$ cat config.mk
export PLATFORM = sky130hd
export DESIGN_NAME = demux_1to2_reg
export DESIGN_NICKNAME = d
export VERILOG_FILES = /design/src/rtl/demux_1to2_reg.sv
export SDC_FILE = /design/constraint.sdc
export NUM_CORES = 1
export LEC_CHECK = 0
export ABC_AREA = 1
export CORE_MARGIN = 1.5
export CORE_UTILIZATION = 30
export CTS_BUF_LIST = sky130_fd_sc_hd__clkbuf_16
export CTS_CLUSTER_DIAMETER = 120
export CTS_CLUSTER_SIZE = 20
export DETAILED_ROUTE_END_ITERATION = 8
export GPL_ROUTABILITY_DRIVEN = 0
export GPL_TIMING_DRIVEN = 0
export PLACE_DENSITY = 0.75
export SLEW_MARGIN = 15
export SYNTH_ARGS = -nofsm -noshare
export SYNTH_HDL_FRONTEND = slang
export SYNTH_SLANG_ARGS = --single-unit
export TNS_END_PERCENT = 10
$ cat constraint.sdc
create_clock -name clk -period 0.8 [get_ports clk]
set_input_delay 0.16 -clock clk [delete_from_list [all_inputs] [get_ports clk]]
set_output_delay 0.16 -clock clk [all_outputs]
set_load 0.02 [all_outputs]
$ cat src/rtl/demux_1to2_reg.sv
// ---------------------------------------------------------------------------
// demux_1to2_reg
//   Registered 1-to-2 demultiplexer. A data word on `i` qualified by
//   `in_valid` is steered to channel A (sel=0) or channel B (sel=1) and
//   appears on the outputs one cycle later, with a one-cycle valid strobe on
//   the receiving channel. The unselected channel either clears to zero
//   (HOLD_UNSEL=0) or keeps its last word (HOLD_UNSEL=1).
//
// Parameters
//   bit_width   data width of i / out_a / out_b (>= 1)
//   HOLD_UNSEL  0: unselected channel data is cleared, 1: it is held
//
// Ports
//   clk       in   rising-edge clock
//   rst       in   synchronous, active-high reset (clears all outputs)
//   i         in   input data word
//   sel       in   channel select: 0 -> A, 1 -> B
//   in_valid  in   input qualifier
//   out_a     out  channel A data (registered)
//   out_b     out  channel B data (registered)
//   valid_a   out  channel A new-data strobe (registered)
//   valid_b   out  channel B new-data strobe (registered)
// ---------------------------------------------------------------------------

// One output channel: a data register plus its valid strobe.
module demux_1to2_reg_chan #(
  parameter int unsigned W    = 8,
  parameter bit          HOLD = 1'b0
) (
  input  logic         clk,
  input  logic         rst,
  input  logic [W-1:0] i_data,
  input  logic         i_hit,    // this channel is the target this cycle
  output logic [W-1:0] o_data,
  output logic         o_valid
);

  logic [W-1:0] r_data;
  logic         r_valid;

  always_ff @(posedge clk) begin
    if (rst) begin
      r_data  <= '0;
      r_valid <= 1'b0;
    end else begin
      r_valid <= i_hit;
      if (i_hit)
        r_data <= i_data;
      else if (!HOLD)
        r_data <= '0;
    end
  end

  assign o_data  = r_data;
  assign o_valid = r_valid;

endmodule

module demux_1to2_reg #(
  parameter int unsigned bit_width  = 8,
  parameter bit          HOLD_UNSEL = 1'b0
) (
  input  logic                 clk,
  input  logic                 rst,
  input  logic [bit_width-1:0] i,
  input  logic                 sel,
  input  logic                 in_valid,
  output logic [bit_width-1:0] out_a,
  output logic [bit_width-1:0] out_b,
  output logic                 valid_a,
  output logic                 valid_b
);

  localparam int unsigned NUM_CH = 2;

  // Channel 0 is A, channel 1 is B. Hits are one-hot or zero by
  // construction, so the two valid strobes can never both be high.
  logic [NUM_CH-1:0]                w_hit;
  logic [NUM_CH-1:0][bit_width-1:0] w_data;
  logic [NUM_CH-1:0]                w_valid;

  assign w_hit[0] = in_valid & ~sel;
  assign w_hit[1] = in_valid &  sel;

  for (genvar ch = 0; ch < NUM_CH; ch++) begin : g_ch
    demux_1to2_reg_chan #(
      .W    (bit_width),
      .HOLD (HOLD_UNSEL)
    ) u_chan (
      .clk     (clk),
      .rst     (rst),
      .i_data  (i),
      .i_hit   (w_hit[ch]),
      .o_data  (w_data[ch]),
      .o_valid (w_valid[ch])
    );
  end

  assign out_a   = w_data[0];
  assign out_b   = w_data[1];
  assign valid_a = w_valid[0];
  assign valid_b = w_valid[1];

endmodule

# Word level (Yosys, flattened, before mapping)
# Cells that the tools add are included.
# word_totals
register_bits	18
out_inout_bits	18
inputBits	12
wordCells	11
# classes
bitwise_logic	5
n_reduce_logical	2
# ops
cell	count
2-bit OR reduction	2
1-bit NOT	3
1-bit AND	2

# Longest topological paths before layout
# Gate-level depths: netlist of the first run.
# depth
ltp_word	4
depth_mapped	3
mapped_depth_nobuf	3

# Cells and area by module
# Synthesis of the first run repeated with hierarchy kept, for this count alone.
# unflattened
hier_cells	60
area_unflattened_um2	535.5
# modules_own_cells
module	area_per_inst_um2	cells_per_inst	n_inst	seq_area_each_um2
demux_1to2_reg_chan	259.0	28	2	180.2
demux_1to2_reg	17.5	4	1	0.0

# Worst setup path before layout of the first run
# No wires, ideal clock.
# synth_path
path_type	register to output
from	register g_ch[0].u_chan.r_data[0]
to	output out_a[0]
t_required_ps	640
path_buffers	0
stages_incl_launch_ff	1
arrival_ps	395
setup_slack_ps	245
cell_sequence	dfxtp_1
# synth_rtl
item	line_no	text
from (decl)	38	logic [W-1:0] r_data;
from (signal assigned)	48	r_data <= i_data;
to (decl)	68	output logic [bit_width-1:0] out_a,
# No word-level cell between the ends.

# Final worst setup path of the first run
# layout_path
from	register g_ch[1].u_chan.r_data[1]
to	output out_b[1]
# layout_rtl
item	line_no	text
from (decl)	38	
from (signal assigned)	48	
to (decl)	69	output logic [bit_width-1:0] out_b,
# No word-level cell between the ends.

==> results of run 1 <==
## final cells by class
class	instances	area, um^2	share of cell area
clock buffers	3	75.1	0.0800
multi-input cells	18	97.6	0.104
repair buffers	29	318	0.339
inverters	12	45.0	0.0480
flip-flops and latches	18	383	0.408
well taps	16	20.0	0.0213
## layout by cell type, fill, tap and decap left out
cell                              Yosys  layout
sky130_fd_sc_hd__inv_2                0       1
sky130_fd_sc_hd__nor2_2               0       1
sky130_fd_sc_hd__dlymetal6s2s_1       0       2
sky130_fd_sc_hd__buf_6                0      18
sky130_fd_sc_hd__nor2_1              16      15
sky130_fd_sc_hd__inv_1               12      11
sky130_fd_sc_hd__dfxtp_2              0      18
sky130_fd_sc_hd__nand3_4              0       2
sky130_fd_sc_hd__clkbuf_16            0       3
sky130_fd_sc_hd__clkdlybuf4s50_1      0       9
## synth_stat cells (all sizes together)
| cell type | count | share of area |
|---|---|---|
| dfxtp | 18 | 0.74 |
| nor2 | 16 | 0.12 |
| inv | 12 | 0.093 |
| nand3 | 2 | 0.041 |
## power by group through the flow
stage | Combinational, W | Sequential (W) | Clock, W
3_5_place_dp | 0.000176 | 0.000948 | 0
4_1_cts | 0.000182 | 0.000937 | 0.000960
3_3_place_gp | 0.000174 | 0.000947 | 0
5_1_grt | 0.000202 | 0.000940 | 0.00102
6_report | 0.000189 | 0.000940 | 0.000937
2_1_floorplan | 0.0000319 | 0.000981 | 0
## layer usage
layer / wire, um / vias to the layer above / track usage
li1: - / 201 / -
met1: 335 / 182 / 0.111
met2: 491 / 21 / 0.167
met3: 68 / 0 / 0.0383
met4: 0 / 0 / 0.0545
met5: 0 / - / 0
## flip-flops by register name, summed over array words and instances (netlist names)
name,count
g_ch.u_chan.o_valid,2
g_ch.u_chan.o_data,16
## timing repair
| item | in CTS | in global routing |
|---|---|---|
| buffers inserted | 0 | 0 |
| setup endpoints to repair | 36 | 36 |
| gates cloned | 0 | 0 |
| pin swaps | 0 | 1 |
| gates resized for setup | 113 | 19 |
## kinds of logic (layout without fill, tap and decap cells)
group | count (synthesis) | in the layout | share of synthesized area
AND/OR/NAND/NOR | 18 | 18 | 0.165
buffers and inverters | 12 | 44 | 0.0928
flip-flops | 18 | 18 | 0.742
## path summary, 6_finish.rpt
check / cells past startpoint / slack [ns] / end / from
worst max-delay path: 1 / -0.04 / out_b[1] / g_ch[1].u_chan.o_data[1]$_SDFF_PP0_
worst min-delay path: 3 / 0.31 / g_ch[1].u_chan.o_data[7]$_SDFF_PP0_ / sel
## through the flow
step,TNS (ns),hold slack (ns)
floorplan,0,0.295
global placement,-9.26,0.710
detailed placement,-9.57,0.713
CTS,-1.44,0.454
global route,-0.848,0.336
finish,-0.514,0.307
==> insert_results.sql, run 1 <==
INSERT INTO impl_metrics (metric_group, metric, value, unit) VALUES
('clock_network', 'numCtsBuffers', '3', ''),
('run_status', 'failed_checks', 'negative setup slack', ''),
('min_path', 'holdCritPathClass', 'input port to register', ''),
('logic_synthesis', 'syn_avg_cell_area', '10.1', 'um^2'),
('clock_network', 'clkSinkCount', '18', ''),
('clock_network', 'cts_buffer_depth', '2', ''),
('global_routing', 'number_of_global_route_vias_before_repair', '357', ''),
('global_routing', 'gr-usage-all-layers', '0.101', ''),
('power_and_ir_drop', 'share_clk_of_total_power', '0.454', ''),
('die', 'floorplan.initialDensity', '0.322', ''),
('placed_design', 'place_inst', '93', ''),
('cells_and_area', 'drive_above_1_share', '0.538', ''),
('sta', 'hold_violations', '0', ''),
('setup_path', 'critical_path_required', '0.64', 'ns'),
('routing', 'vias', '404', ''),
('power_and_ir_drop', 'seq_power_share', '0.455', ''),
('power_and_ir_drop', 'power.density_cell_area', '2200', 'nW/um^2'),
('cells_and_area', 'final_cell_count_no_fill', '96', ''),
('logic_synthesis', 'syn-instance-count', '48', ''),
('setup_path', 'critical_path_class', 'register to output port', ''),
('logic_synthesis', 'synth-warning-count', '0', ''),
('logic_synthesis', 'postSynthRegisterBits', '18', ''),
('die', 'fp.dieArea', '1870', 'um^2'),
('routing', 'drt_pass1_iterations', '4', ''),
('cells_and_area', 'n_antenna_cell', '0', ''),
('sta', 'timing_worst_slew_pin_value', '0.212', 'ns'),
('power_and_ir_drop', 'leakage', '0.474', 'nW'),
('die', 'dieWidth', '43.2', 'um'),
('logic_synthesis', 'synth_fp_nets', '60', ''),
('placed_design', 'io_buffers', '29', ''),
('clock_network', 'tritoncts', 'done', ''),
('global_routing', 'grt_start_max_net_pins', '10', ''),
('setup_path', 'path_buf_inv', '1', ''),
('setup_path', 'critical_path.endpoint_type', 'output port', ''),
('setup_path', 'crit_path_cell_trace', 'buf_6', ''),
('cells_and_area', 'final_core_utilization', '0.623', ''),
('cells_and_area', 'fin_area', '938', 'um^2'),
('cells_and_area', 'fill_cells', '118', ''),
('global_routing', 'antenna_found_initial', '0', ''),
('logic_synthesis', 'yosys.cell_types.count', '4', ''),
('cells_and_area', 'nNetsFinal', '94', ''),
('placed_design', 'dpl-instance-area', '796', 'um^2'),
('cells_and_area', 'areaGrowthSynthToFinish', '93.3', '%'),
('global_routing', 'grt_overflow', '0', ''),
('setup_path', 'worst_path_max_delay_cell', 'sky130_fd_sc_hd__dfxtp_2', ''),
('die', 'number_of_top_level_pins', '30', ''),
('sta', 'final_max_slew_violation_count', '0', ''),
('sta', 'finalSetupViolCount', '18', ''),
('routing', 'detail-route-antenna-nets', '0', ''),
('power_and_ir_drop', 'vdd.ir_drop.worst', '940', 'uV'),
('power_and_ir_drop', 'p_comb_frac', '0.091', ''),
('sta', 'slew-limit-headroom', '0.859', ''),
('die', 'floorplan.core_area', '1510', 'um^2'),
('sta', 'maxClockFrequency', '1190', 'MHz'),
('power_and_ir_drop', 'post_layout_power', '0.00207', 'W'),
('routing', 'vias_per_cell', '4.21', ''),
('logic_synthesis', 'synth_seq_area_share', '0.742', ''),
('setup_path', 'critPathTopFamily', 'flip-flops', ''),
('sta', 'rsz0062_at_grt', 'true', ''),
('power_and_ir_drop', 'netSwitchingPower', '0.000378', 'W'),
('power_and_ir_drop', 'netSwitchingFraction', '0.183', ''),
('placed_design', 'preCtsSetupSlack', '-0.307', 'ns'),
('routing', 'totalWireLength', '895', 'um'),
('clock_network', 'cts_root_buffer', 'sky130_fd_sc_hd__clkbuf_16', ''),
('routing', 'avgRoutedWirePerCell', '9.32', 'um'),
('routing', 'initialDrtViolationCount', '5', ''),
('sta', 'finalCritPeriodShare', '1.05', ''),
('placed_design', 'dpl.hpwl', '628', 'um'),
('power_and_ir_drop', 'p_int', '0.00169', 'W'),
('sta', 'fin_crit_period', '0.837', 'ns'),
('flow_run', 'number_of_max_capacitance_violations_reported', '0', ''),
('clock_network', 'cts_hold_buffers', '0', ''),
('setup_path', 'worst-endpoint-arrival', '0.68', 'ns'),
('die', 'floorplan.rows', '14', ''),
('die', 'fp.dieH', '43.2', 'um'),
('clock_network', 'clkTransAtPathRegs', '0.05', 'ns'),
('setup_path', 'critPathMaxFanout', '1', ''),
('setup_path', 'critPathLaunchType', 'register', ''),
('routing', 'post-route-drc-count', '0', ''),
('setup_path', 'cp_slowest_stage_delay', '0.32', 'ns'),
('run_status', 'run_status', 'finished, violations left', ''),
('logic_synthesis', 'cell_area_after_synthesis', '485', 'um^2'),
('global_routing', 'global_route_wire_length_before_repair', '1.36', 'mm'),
('clock_network', 'clock_tree.htree_level_count', '1', ''),
('sta', 'postLayoutSetupSlackWorst', '-0.0369', 'ns');
No activity file was read; power rests on OpenSTA's default activity.
==> run 2: changes to the inputs <==
--- a/config.mk
+++ b/config.mk
@@ -6,6 +6,7 @@
 export NUM_CORES = 1
 export LEC_CHECK = 0
 export ABC_AREA = 1
+export ABC_CLOCK_PERIOD_IN_PS = 800
 export CORE_MARGIN = 1.5
 export CORE_UTILIZATION = 30
 export CTS_BUF_LIST = sky130_fd_sc_hd__clkbuf_16
==> constraint.sdc (replaced) <==
create_clock -name clk -period 0.8 [get_ports clk]
set_input_delay 0.2 -clock clk [delete_from_list [all_inputs] [get_ports clk]]
set_output_delay 0.2 -clock clk [all_outputs]
set_load 0.02 [all_outputs]
==> run 2 against run 1 <==
Net effect: the run still ends with negative setup slack left; final cell count did not move; count of clock-buffer cells in the layout did not move; combinational power fell by 2%; wire length rose by 0.11%; setup slack got worse by 0.041 ns; non-clock buffer count did not move; die area did not move; critical path depth did not move; first-iteration DRC count did not move; largest power group is now clock; highest routed layer unchanged.
==> insert_results.sql, run 2 (synthesis results as in run 1) <==
INSERT INTO impl_metrics (metric_group, metric, value, unit) VALUES
('cells_and_area', 'layout.area.seq', '383', 'um^2'),
('setup_path', 'critical_path_required', '0.60', 'ns'),
('routing', 'avgRoutedWirePerCell', '9.33', 'um'),
('cells_and_area', 'largest_register_ff_count', '16', ''),
('routing', 'drt_pass1_iterations', '4', ''),
('cells_and_area', 'n_antenna_cell', '0', ''),
('clock_network', 'clkSinkCount', '18', ''),
('run_status', 'run_status', 'finished, violations left', ''),
('setup_path', 'critical_path_class', 'register to output port', ''),
('die', 'floorplan.core_area', '1510', 'um^2'),
('sta', 'slew-limit-headroom', '0.873', ''),
('setup_path', 'critical_path.endpoint_type', 'output port', ''),
('power_and_ir_drop', 'leakage', '0.459', 'nW'),
('clock_network', 'cts_root_buffer', 'sky130_fd_sc_hd__clkbuf_16', ''),
('power_and_ir_drop', 'p_comb_frac', '0.090', ''),
('cells_and_area', 'nNetsFinal', '94', ''),
('setup_path', 'crit_path_cell_trace', 'buf_6', ''),
('clock_network', 'cts_buffer_depth', '2', ''),
('global_routing', 'global_route_wire_length_before_repair', '1.36', 'mm'),
('setup_path', 'worst-endpoint-arrival', '0.68', 'ns'),
('sta', 'finalSetupViolCount', '18', ''),
('sta', 'final.setup.tns', '-1.25', 'ns'),
('die', 'floorplan.initialDensity', '0.322', ''),
('power_and_ir_drop', 'post_layout_power', '0.00207', 'W'),
('routing', 'post-route-drc-count', '0', ''),
('power_and_ir_drop', 'p_int', '0.00169', 'W'),
('placed_design', 'dpl.hpwl', '628', 'um'),
('clock_network', 'numCtsBuffers', '3', ''),
('routing', 'initialDrtViolationCount', '5', ''),
('min_path', 'holdCritPathClass', 'input port to register', ''),
('sta', 'fin_worst_hold_slack', '0.455', 'ns'),
('sta', 'postLayoutSetupSlackWorst', '-0.0776', 'ns'),
('global_routing', 'grt_start_max_net_pins', '10', ''),
('clock_network', 'tritoncts', 'done', ''),
('placed_design', 'io_buffers', '29', ''),
('die', 'dieWidth', '43.2', 'um'),
('clock_network', 'post_cts.repair.setup_buffers', '0', ''),
('power_and_ir_drop', 'netSwitchingFraction', '0.185', ''),
('power_and_ir_drop', 'vdd.ir_drop.worst', '940', 'uV'),
('global_routing', 'number_of_global_route_vias_before_repair', '353', ''),
('die', 'number_of_top_level_pins', '30', ''),
('sta', 'fin_crit_period', '0.878', 'ns'),
('setup_path', 'cp_slowest_stage_delay', '0.32', 'ns'),
('setup_path', 'path_buf_inv', '1', ''),
('power_and_ir_drop', 'power.density_cell_area', '2230', 'nW/um^2'),
('power_and_ir_drop', 'seq_power_share', '0.455', ''),
('global_routing', 'grt_overflow', '0', ''),
('sta', 'maxClockFrequency', '1140', 'MHz'),
('placed_design', 'preCtsSetupSlack', '-0.347', 'ns'),
('flow_run', 'number_of_max_capacitance_violations_reported', '0', ''),
('setup_path', 'critPathTopFamily', 'flip-flops', ''),
('routing', 'detail-route-antenna-nets', '0', ''),
('routing', 'vias', '397', ''),
('run_status', 'failed_checks', 'negative setup slack', ''),
('die', 'fp.dieArea', '1870', 'um^2'),
('sta', 'timing_worst_slew_pin_value', '0.191', 'ns'),
('setup_path', 'worst_path_max_delay_cell', 'sky130_fd_sc_hd__dfxtp_2', ''),
('cells_and_area', 'multi_input_comb_area', '95.1', 'um^2'),
('cells_and_area', 'drive_above_1_share', '0.525', ''),
('sta', 'rsz0062_at_grt', 'true', ''),
('clock_network', 'clock_tree.htree_level_count', '1', ''),
('clock_network', 'cts_hold_buffers', '0', ''),
('cells_and_area', 'fill_cells', '121', ''),
('power_and_ir_drop', 'share_clk_of_total_power', '0.456', ''),
('cells_and_area', 'layout_common_cells', 'sky130_fd_sc_hd__dfxtp_2, sky130_fd_sc_hd__buf_6, sky130_fd_sc_hd__nor2_1, sky130_fd_sc_hd__inv_1, sky130_fd_sc_hd__clkdlybuf4s50_1', ''),
('cells_and_area', 'areaGrowthSynthToFinish', '91.2', '%'),
('sta', 'final_max_slew_violation_count', '0', ''),
('setup_path', 'critPathLaunchType', 'register', ''),
('setup_path', 'critPathMaxFanout', '1', ''),
('sta', 'finalCritPeriodShare', '1.10', ''),
('sta', 'hold_violations', '0', ''),
('die', 'fp.dieH', '43.2', 'um'),
('global_routing', 'antenna_found_initial', '0', ''),
('clock_network', 'clkTransAtPathRegs', '0.05', 'ns'),
('routing', 'vias_per_cell', '4.14', ''),
('global_routing', 'gr-usage-all-layers', '0.101', ''),
('power_and_ir_drop', 'netSwitchingPower', '0.000382', 'W'),
('routing', 'totalWireLength', '896', 'um'),
('die', 'floorplan.rows', '14', '');
==> run 2: area by class of cell <==
class / count / share of cell area
Clock buffer: 3 / 0.0809
Inverter: 12 / 0.0485
Multi-Input combinational cell: 18 / 0.102
Sequential cell: 18 / 0.412
Tap cell: 16 / 0.0216
Timing Repair Buffer: 29 / 0.334
==> run 2: power groups by stage <==
stage	Combinational [W]	Clock (W)	Sequential (W)
after floorplan	0.0000319	0	0.000981
after global placement	0.000174	0	0.000947
after detailed placement	0.000176	0	0.000948
after CTS	0.000187	0.000960	0.000938
after global routing	0.000198	0.00102	0.000940
final	0.000185	0.000942	0.000940
==> run 2: through the flow <==
| stage | area, um^2 | utilization | std cells |
|---|---|---|---|
| 2_1_floorplan | 485 | - | 48 |
| 3_3_place_gp | 796 | 0.528 | 93 |
| 3_5_place_dp | 796 | 0.528 | 93 |
| 4_1_cts | 920 | 0.610 | 96 |
| 5_1_grt | 928 | 0.616 | 96 |
| 6_report | 928 | 0.616 | 96 |
==> run 2: repair_timing <==
| action | in CTS | in global routing |
|---|---|---|
| resized for setup | 124 | 7 |
| cloned | 0 | 0 |
| setup endpoints to repair | 36 | 33 |
==> run 2: path summary, 6_finish.rpt <==
check,slack [ns],cells after the start,startpoint,end
worst max-delay path,-0.08,1,g_ch[1].u_chan.o_data[1]$_SDFF_PP0_,out_b[1]
worst min-delay path,0.46,3,sel,g_ch[1].u_chan.o_data[7]$_SDFF_PP0_
==> run 2: layer usage <==
layer | up-vias | wire (um) | track usage | share of wire
met2 | 19 | 490 | 0.167 | 0.55
met4 | 0 | 0 | 0.0545 | 0
met1 | 179 | 335 | 0.111 | 0.37
met5 | - | 0 | 0 | 0
li1 | 199 | - | - | -
met3 | 0 | 69 | 0.0383 | 0.077
